**src/rtl/fifo_wr_arbiter.sv**
```systemverilog
// fifo_wr_arbiter: round-robin arbiter sharing one FIFO write port among NREQ valid/ready/last streams
module fifo_wr_arbiter #(
  parameter int WIDTH     = 8,
  parameter int NREQ      = 4,
  parameter int MAX_BURST = 16
) (
  input  logic                    wr_clk,
  input  logic                    wr_rstn,
  input  logic [NREQ-1:0]         req_valid,
  input  logic [NREQ*WIDTH-1:0]   req_data,
  input  logic [NREQ-1:0]         req_last,
  output logic [NREQ-1:0]         req_ready,
  input  logic                    fifo_full,
  output logic                    fifo_wr_en,
  output logic [WIDTH-1:0]        fifo_wr_data,
  output logic [$clog2(NREQ)-1:0] grant_id,
  output logic                    busy,
  output logic                    burst_cut
);
  localparam int IW = $clog2(NREQ);
  localparam int CW = $clog2(MAX_BURST + 1);
  typedef enum logic {IDLE, LOCK} state_t;
  state_t state, state_nxt;
  logic [IW-1:0] rr_last, winner, idx;
  logic [CW-1:0] beat_cnt;
  logic at_limit, release_beat, cut_nxt;
  assign busy     = state == LOCK;
  assign at_limit = beat_cnt == CW'(MAX_BURST - 1);
  assign cut_nxt  = release_beat & ~req_last[grant_id];
  // nearest valid requester above rr_last, wrapping; smallest distance is assigned last and wins
  always_comb begin
    winner = rr_last;
    idx = '0;
    for (int k = NREQ; k >= 1; k--) begin
      idx = IW'((int'(rr_last) + k) % NREQ);
      winner = req_valid[idx] ? idx : winner;
    end
  end
  // write data always follows the current or last granted requester
  always_comb begin
    fifo_wr_data = req_data[WIDTH-1:0];
    for (int i = 1; i < NREQ; i++)
      fifo_wr_data = (grant_id == IW'(i)) ? req_data[i*WIDTH +: WIDTH] : fifo_wr_data;
  end
  // next state plus the combinational LOCK-phase handshake; fifo_full gates it with no register
  always_comb begin
    state_nxt = state;
    req_ready = '0;
    fifo_wr_en = 1'b0;
    release_beat = 1'b0;
    if (state == IDLE) begin
      state_nxt = |req_valid ? LOCK : IDLE;
    end else begin
      req_ready[grant_id] = ~fifo_full;
      fifo_wr_en = req_valid[grant_id] & ~fifo_full;
      release_beat = fifo_wr_en & (req_last[grant_id] | at_limit);
      state_nxt = release_beat ? IDLE : LOCK;
    end
  end
  // state register
  always_ff @(posedge wr_clk or negedge wr_rstn) begin
    if (!wr_rstn) state <= IDLE;
    else state <= state_nxt;
  end
  // grant capture, round-robin pointer, per-grant beat count and registered cut pulse
  always_ff @(posedge wr_clk or negedge wr_rstn) begin
    if (!wr_rstn) begin
      grant_id  <= '0;
      rr_last   <= IW'(NREQ - 1);
      beat_cnt  <= '0;
      burst_cut <= 1'b0;
    end else begin
      burst_cut <= cut_nxt;
      if (state == IDLE) begin
        if (|req_valid) begin
          grant_id <= winner;
          beat_cnt <= '0;
        end
      end else if (release_beat) begin
        rr_last  <= grant_id;
        beat_cnt <= '0;
      end else if (fifo_wr_en) begin
        beat_cnt <= beat_cnt + CW'(1);
      end
    end
  end
endmodule

```
**config.mk**
```make
export PLATFORM = sky130hd
export DESIGN_NAME = fifo_wr_arbiter
export DESIGN_NICKNAME = d
export VERILOG_FILES = /design/src/rtl/fifo_wr_arbiter.sv
export SDC_FILE = /design/constraint.sdc
export NUM_CORES = 1
export LEC_CHECK = 0
export CORE_ASPECT_RATIO = 0.7
export CORE_MARGIN = 1
export CORE_UTILIZATION = 40
export DETAILED_ROUTE_END_ITERATION = 6
export PLACE_DENSITY = 0.82
export SETUP_SLACK_MARGIN = 0.05
export SYNTH_ARGS = -nofsm -noshare
export SYNTH_HDL_FRONTEND = slang
export SYNTH_SLANG_ARGS = --single-unit
```
**constraint.sdc**
```tcl
create_clock -name wr_clk -period 3.2 [get_ports wr_clk]
set_clock_uncertainty 0.05 [all_clocks]
set_input_delay 0.48 -clock wr_clk [delete_from_list [all_inputs] [get_ports wr_clk]]
set_output_delay 0.48 -clock wr_clk [all_outputs]
set_load 0.03 [all_outputs]
```
==> reports/qor.txt <==
Antenna Cells - 0
Vias in the first global route - 995
CP Launch Type - flop
CTS sink cnt - 11
Iter 0 DRT Violations - 43
Synth top cells by count - dfrtp_1 (9), mux4_2 (8), nor2_1 (8)
Peak VDD IR - 0.439 mV
DIE HEIGHT - 43.4 um
Dpl hpwl - 2.51 mm
Final Critical Period - 2.81 ns
Status - completed
R2R cell count - 7
Fill count - 175
CTS buffer count - 3
R2r endpoint - rr_last[1]$_DFFE_PN1P_
Gpl congestion - 0.822
Worst-Skew Late Latency - 0.28 ns
Initial antenna violation count - 0
TNS Setup - 0 ns
Core Region - 2220 um2
H-tree depth - 1
Total power - 1.35 mW
Worst setup path end - fifo_wr_data[6]
YS warnings - 0
Place WS - 0.486 ns
Proportion of synthesized chip area in sequential cells - 28.4%
# DRC - 0
Grt ovf - 0
Arr. time, crit path - 2.28 ns
Root buf cell - clkbuf_4
Inst Count DP - 176
Post-synth top area cell - dfrtp_1
Largest net degree at the start of global routing - 13
Crit. Startpoint - grant_id[0]$_DFFE_PN0P_
Avg Inst Size Synth - 11.3 um2
Worst R2R Setup Slack - 0.97 ns
Largest family of logic cells by synthesized area - multiplexers
Post-Synth Adder-Cell Area - 2.55%
Pwr Density - 829 nW/um2
Buffers on Ports - 59
Clock buffer depth - 2
Critical Path End Type - output port
Compound-Gate Fraction of Synth Area - 15.7%
Layout cells sized above 1 - 20.3%
Die Area - 2650 um2
R2r startpoint - beat_cnt[0]$_DFFE_PN0P_
Nets@finish - 194
Initial core utilization - 44.0%
Hold Buf Count CTS - 0
Max Cap Violations - 0
First-pass GRT wire length - 4.96 mm
FP Rows - 14
ANT nets after route - 0
Io pins - 60
Netlist cell types - 38
Finished Layout Cells - 180
DR WL/cell - 17.0 um
F_max - 356 MHz
Design Area, Final - 1620 um2
Post-DP Area - 1600 um2
Mapped Area - 980 um2
Final hold vios - 0
Slew headroom - 65.4%
Post-synth net total - 132
Synth Instances - 87
RSZ-0062 raised after global routing - false
Via density - 5.35
Final Cycle Share - 87.7%
Dominant cells by area after synthesis - dfrtp_1 (23%), mux4_2 (18%), dfstp_2 (5.4%)
XOR/XNOR Fraction of Synth Area - 0%
Vias - 963
Slew @ Worst Pin - 0.517 ns
Synth Flop Type - dfrtp_1
Gr usage total - 26.9%
Worst setup path class - reg2out
Iteration count of the initial detailed-routing pass - 4
Die Width - 61.2 um
Post-cts resize count - 0
Setup Fix Bufs, Post-CTS - 0
Cell with the most instances after synthesis - dfrtp_1
CP Data Required Time - 2.67 ns
Slew Limit Fails - 0
Final setup margin - 0.393 ns
Max FO, Critical Path - 12
#FFs+latches synth - 11
Share of the synthesized area in the top cell type - 23.0%
Setup violations, final - 0
Clock Pin Slew Worst Setup and Hold Paths - 0.07 ns
EDFF count, synth - 0
Async SR Flop Fraction - 100%
Mux cell area share after synthesis - 28.4%
CTS tree - yes
Worst Hold Class - reg2reg
Post-Synth Simple-Gate Area - 19.9%
Area grow syn2layout - 65.8%
Lkg Pwr - 0.647 nW
Final wirelength - 3.06 mm
[area by class of cell]
class	count	area, um2	share of cell area [%]
Clock buffer	4	26.3	1.62
Inverter	4	15.0	0.924
Timing Repair Buffer	62	613	37.8
Multi-Input combinational cell	67	652	40.1
Sequential cell	11	278	17.1
Tap cell	32	40.0	2.47
[layer usage]
layer  global-route usage, %  share of wire (%)  vias to the layer above  routed length (um)
li1                        -                  -                      452                   -
met1                    33.3                 42                      472                1290
met2                    46.5                 51                       32                1570
met3                    7.16                4.8                        7                 147
met4                    6.82                1.5                        0                  46
met5                       0                  0                        -                   0
[where the power goes]
| part | switching (mW) | leakage, nW | internal [mW] | total [mW] |
|---|---|---|---|---|
| logic | 0.479 | 0.501 | 0.478 | 0.957 |
| clock network | 0.0506 | 0.0150 | 0.0485 | 0.0991 |
| registers | 0.0865 | 0.131 | 0.204 | 0.290 |
| total | 0.616 | 0.647 | 0.731 | 1.35 |
[registers in the layout, indices dropped and copies added (netlist names)]
name / cells
grant_id: 2
busy: 1
rr_last: 2
burst_cut: 1
beat_cnt: 5
[critical path: stages, from the launching register on]
cell and delay (ns):
dfrtp_1 0.55, buf_4 0.30, mux4_2 0.53, clkdlybuf4s50_1 0.61
[worst min-delay path by stage]
stage	start	to	cells past startpoint
6_report	beat_cnt[3]$_DFFE_PN0P_	beat_cnt[3]$_DFFE_PN0P_	1
5_1_grt	beat_cnt[3]$_DFFE_PN0P_	beat_cnt[3]$_DFFE_PN0P_	1
4_1_cts	beat_cnt[3]$_DFFE_PN0P_	beat_cnt[3]$_DFFE_PN0P_	1
3_5_place_dp	beat_cnt[3]$_DFFE_PN0P_	beat_cnt[3]$_DFFE_PN0P_	1
3_3_place_gp	beat_cnt[3]$_DFFE_PN0P_	beat_cnt[3]$_DFFE_PN0P_	1
2_1_floorplan	wr_rstn	beat_cnt[0]$_DFFE_PN0P_	0
[through the flow]
| stage | utilization [%] | hold WS [ns] |
|---|---|---|
| floorplan | - | 0.134 |
| global placement | 71.8 | 0.455 |
| detailed placement | 71.8 | 0.467 |
| CTS | 73.0 | 0.479 |
| global route | 73.0 | 0.488 |
| finish | 73.0 | 0.484 |
[cells by family after synthesis]
| family | count (synthesis) |
|---|---|
| AOI/OAI and AO/OA | 17 |
| and+or+nand+nor | 32 |
| DFF | 11 |
| buffers and inverters | 9 |
| muxes | 16 |
| adders and majority gates | 2 |
[placed cells by master, fill, tap and decap left out, drive strengths merged, types with 2 or more instances in the layout]
cell	instances
inv	4
buf	3
nor2b	5
or2	2
clkdlybuf4s50	59
o21ai	6
a31oi	3
dfstp	2
nor2	8
or3	2
nand2b	4
clkbuf	4
o22ai	2
mux2i	3
mux4	8
nand3	3
mux2	5
ha	2
and3	2
dfrtp	9
Note: power is estimated with default switching activity, not from simulation.
==> variant 1 (same settings) <==
Reset style: synchronous (`wr_rstn`), changed in 2 clocked blocks.
--- a/src/rtl/fifo_wr_arbiter.sv
+++ b/src/rtl/fifo_wr_arbiter.sv
@@ -58,12 +58,12 @@
     end
   end
   // state register
-  always_ff @(posedge wr_clk or negedge wr_rstn) begin
+  always_ff @(posedge wr_clk) begin
     if (!wr_rstn) state <= IDLE;
     else state <= state_nxt;
   end
   // grant capture, round-robin pointer, per-grant beat count and registered cut pulse
-  always_ff @(posedge wr_clk or negedge wr_rstn) begin
+  always_ff @(posedge wr_clk) begin
     if (!wr_rstn) begin
       grant_id  <= '0;
       rr_last   <= IW'(NREQ - 1);
Function: differs if wr_rstn is asserted again (counterexample within 4 cycles, from zero or initial values and one cycle with wr_rstn low); with wr_rstn held inactive, the same outputs for 10 cycles.
==> variant 1 against the original RTL <==
  * Sequential cell count did not move
  * Synthesized area rose by 1.9%
  * Design area rose by 0.77%
  * Sequential share of layout area fell by 3.6 points
  * Die area rose by 1.8%
  * Setup slack got worse by 0.14 ns
  * Count of clock-buffer cells in the layout did not move
  * Via count rose by 13%
  * Routed wire length barely moved
  * Critical endpoint is now fifo_wr_en
Power is not compared: it rests on default switching activity, and its combinational part moved more than twofold at a synthesized area within 25%.
==> variant 1: results (changes against the original RTL) <==
min_path:
  worstHoldPathCells: 2  # +1
clock_network:
  ctsResizeCount: 0  # unchanged
  cts-root-buf: "clkbuf_4"
  cts_buffer_depth: 2  # unchanged
  postCtsSetupRepairBufs: 0  # unchanged
place:
  place_hpwl_um: 2480  # -1.1%
  numPlacedInstances: 193  # +9.7%
  routabilityCongestion: 0.882  # +7.2%
finish:
  final_nets: 211  # +8.8%
  drive_above_1_share_pct: 10.9  # -9.4 points
  antenna-diode-count: 0  # unchanged
  fin_cells: 197  # +9.4%
global_route:
  grt_pass1_vias: 1063  # +6.8%
  grt_max_degree: 21  # +8
  grt_pass1_wl_um: 4660  # -6.0%
  grtUsageTotal_pct: 23.6  # -3.3 points
power:
  ir_drop_mv: 0.198
  p_leak_nw: 0.615
sta:
  setup_tns_ns: 0  # unchanged
  setup_viol: 0  # unchanged
  drv_slew: 0  # unchanged
  relSlewSlack_pct: 65.7  # +0.25 points
worst_setup_path:
  r2r_cells: 7  # unchanged
  worst-path-max-fanout: 6  # -6
  arrival_ns: 2.41  # +0.13 ns
logic_synthesis:
  synthTopCellsByArea: "dfxtp_1, mux4_2, mux4_1"
  yosysUniqueCellTypes: 38  # unchanged
  async_flop_share_pct: 0  # -100 points
  synth_common_cells: "dfxtp_1, inv_1, nor2_1"
  yosysSeqAreaShare_pct: 22.1  # -6.3 points
  syn_nets: 151  # +14%
  ys_warn_count: 0  # unchanged
  syn_area_per_cell_um2: 9.42  # -16%
outcome:
  outcome: "finished clean"
route:
  wl_per_cell_um: 15.5  # -8.7%
  via_per_inst: 5.53  # +3.3%
  drt_first_iter_violations: 35  # -19%
[variant 1: metal layers]
metal	wire length, um	up-vias	track usage (%)
met2	1500	49	44.7
met5	0	-	0
li1	-	535	-
met1	1240	501	24.6
met3	290	4	8.96
met4	28	0	4.44
[variant 1: path summary, 6_finish.rpt]
kind	slack, ns	from	to
worst max-delay path	0.26	fifo_full	fifo_wr_en
worst min-delay path	0.41	beat_cnt[4]	beat_cnt[4]
worst max register to register	1.20	beat_cnt[0]	beat_cnt[2]
worst min register to register	0.41	beat_cnt[4]	beat_cnt[4]
[variant 1: critical path, cell delays in order]
cell and delay [ns]:
clkdlybuf4s50_1 0.47, nor2b_1 0.45, nand2_1 0.20, inv_1 0.14, clkdlybuf4s50_1 0.68
[variant 1: stage by stage]
step | hold WS (ns) | setup slack (ns) | cell area [um2]
2_1_floorplan | 0.382 | 0.840 | 998
3_3_place_gp | 0.391 | 0.349 | 1610
3_5_place_dp | 0.400 | 0.268 | 1610
4_1_cts | 0.410 | 0.270 | 1640
5_1_grt | 0.445 | 0.150 | 1640
6_report | 0.408 | 0.257 | 1640
[variant 1: logic make-up after synthesis]
logic type / share of synthesized area (%)
flip-flops: 22.1
adder cells (fa/ha/maj): 2.51
AO/OA/AOI/OAI: 21.2
multiplexers: 27.2
buffers and inverters: 6.39
AND/OR/NAND/NOR: 20.7
[variant 1: cell type report]
| cell class | instances | area, um2 |
|---|---|---|
| Tap cell | 32 | 40.0 |
| Inverter | 8 | 30.0 |
| Fill cell | 181 | 606 |
| Multi-Input combinational cell | 81 | 714 |
| Clock buffer | 4 | 26.3 |
| Sequential cell | 11 | 220 |
| Timing Repair Buffer | 61 | 606 |
[variant 1: power by group]
group	switching (mW)	total, mW	internal, mW
clock	0.0483	0.0966	0.0483
sequential	0.00913	0.152	0.143
combinational	0.112	0.241	0.128
==> variant 2 (config.mk and constraints unchanged) <==
Without the edit above. Change the parameter `WIDTH` from 8 to 10.
--- a/src/rtl/fifo_wr_arbiter.sv
+++ b/src/rtl/fifo_wr_arbiter.sv
@@ -1,6 +1,6 @@
 // fifo_wr_arbiter: round-robin arbiter sharing one FIFO write port among NREQ valid/ready/last streams
 module fifo_wr_arbiter #(
-  parameter int WIDTH     = 8,
+  parameter int WIDTH     = 10,
   parameter int NREQ      = 4,
   parameter int MAX_BURST = 16
 ) (
Ports: changed (resized fifo_wr_data and req_data); port bits go from 60 to 70. No check against the original RTL was run, so the function may have changed too.
==> variant 2 against the original RTL <==
  * Global-route usage decreased by 1.2 points
  * Largest power group unchanged
  * Worst hold slack got worse by 0.016 ns
  * Total power up 7.2%
  * Design area increased by 6.7%
  * Combinational power is 11% higher
  * Sequential share of layout area down 1.1 points
  * Synthesized area down 0.51%
  * Critical path depth unchanged
  * Count of clock-buffer cells in the layout shrank 1
  * Critical path type unchanged
  * Setup slack got worse by 0.032 ns
  * Routed wire length rose by 1.3%
  * Sequential cell count is the same
==> variant 2: results (changes against the original RTL) <==
worst_setup_path:
  worst-path-max-fanout: 12  # unchanged
  endpoint: "fifo_wr_data[9]"
  r2r_slack_ns: 1.13  # +0.16 ns
  max_stage_delay_ns: 0.63  # +0.02 ns
  arrival_ns: 2.31  # +0.03 ns
  reg2reg_to: "beat_cnt[2]"
  slowest_stage: "clkdlybuf4s50_1"
  worst_path_dominant_cell_family: "buffers and inverters"
  reg2reg_from: "grant_id[0]"
  r2r_cells: 5  # -2
  critPathKind: "reg2out"
finish:
  drive_above_1_share_pct: 16.6  # -3.7 points
  top_regs: "beat_cnt x5, grant_id x2, rr_last x2"
  antenna-diode-count: 0  # unchanged
  final_nets: 217  # +12%
min_path:
  holdCritStartpoint: "beat_cnt[4]"
  worstHoldPathCells: 2  # +1
  min_path_type: "reg2reg"
clock_network:
  insertion_delay_ns: 0.28  # about the same
  cts_max_level: 1  # unchanged
  ctsResizeCount: 0  # unchanged
  clk_pin_slew_ns: 0.08
  cts-root-buf: "clkbuf_4"
  cts_buffer_depth: 2  # unchanged
  cts_buffers: 3  # unchanged
  postCtsSetupRepairBufs: 0  # unchanged
place:
  place_hpwl_um: 2510  # +0.15%
  numPlacedInstances: 191  # +8.5%
  routabilityCongestion: 0.871  # +6.0%
  portBuffers: 69  # +17%
  place_ws_ns: 0.446  # -0.0404 ns
route:
  drt_first_iter_violations: 26  # -40%
  drtAntennaViolNets: 0  # unchanged
  wl_per_cell_um: 15.9  # -6.5%
  drt_wl_total_um: 3100  # +1.3%
  first_pass_iters: 4  # unchanged
  dr_total_vias: 1054  # +9.4%
sta:
  relSlewSlack_pct: 66.0  # +0.58 points
  fmax_mhz: 352  # -1.1%
logic_synthesis:
  async_flop_share_pct: 100  # unchanged
  syn_area_per_cell_um2: 10.7  # -4.9%
  synth_ff_type: "dfrtp_1"
  synth_common_cells: "mux4_2, dfrtp_1, nor2b_1"
  syn_nets: 144  # +9.1%
  yosysUniqueCellTypes: 32  # -16%
  synthTopCellsByArea: "dfrtp_1, mux4_2, mux2_2"
  ys_warn_count: 0  # unchanged
  yosysSeqAreaShare_pct: 28.5  # +0.15 points
global_route:
  grt_pass1_vias: 1044  # +4.9%
  antenna_found_initial: 0  # unchanged
  grtUsageTotal_pct: 25.7  # -1.2 points
  grt_max_degree: 13  # unchanged
  grt_pass1_wl_um: 4980  # +0.40%
power:
  ir_drop_mv: 0.560  # +28%
  p_leak_nw: 0.680  # +5.2%
outcome:
  outcome: "finished clean"
-- variant 2: cell type report --
| class | instances | area (um2) |
|---|---|---|
| Fill cell | 161 | 492 |
| Clock inverter | 1 | 5.00 |
| Timing Repair Buffer | 72 | 713 |
| Tap cell | 32 | 40.0 |
| Clock buffer | 3 | 22.5 |
| Inverter | 2 | 7.51 |
| Sequential cell | 11 | 278 |
| Multi-Input combinational cell | 74 | 667 |
-- variant 2: how the worst min path moves through the flow --
| stage | endpoint | slack [ns] |
|---|---|---|
| after global placement | beat_cnt[4] | 0.41 |
| final | beat_cnt[4] | 0.47 |
| after detailed placement | beat_cnt[4] | 0.46 |
| after CTS | beat_cnt[4] | 0.48 |
| after floorplan | beat_cnt[0] | 0.13 |
| after global routing | beat_cnt[4] | 0.51 |
-- variant 2: cell families after synthesis --
| family | after synthesis | synth area share, % |
|---|---|---|
| DFF | 11 | 28.5 |
| buffers and inverters | 6 | 3.08 |
| AOI/OAI and AO/OA | 21 | 14.6 |
| muxes | 18 | 32.1 |
| and+or+nand+nor | 33 | 19.1 |
| adders and majority gates | 2 | 2.57 |
-- variant 2: routing by layer --
metal,vias up,track usage [%],part of all wire (%)
met4,0,6.36,1.3
met5,-,0,0
met3,4,4.27,7.2
li1,494,-,-
met2,44,45.1,47
met1,512,33.0,44
-- variant 2: through the flow --
step / util (%) / power [mW] / instance area [um2]
2_1_floorplan: - / 0.982 / 975
3_3_place_gp: 76.7 / 1.32 / 1710
3_5_place_dp: 76.7 / 1.35 / 1710
4_1_cts: 77.9 / 1.45 / 1730
5_1_grt: 77.9 / 1.55 / 1730
6_report: 77.9 / 1.44 / 1730
-- variant 2: power by group --
| group | internal [mW] | switching (mW) |
|---|---|---|
| logic | 0.536 | 0.519 |
| clock network | 0.0465 | 0.0545 |
| registers | 0.208 | 0.0798 |
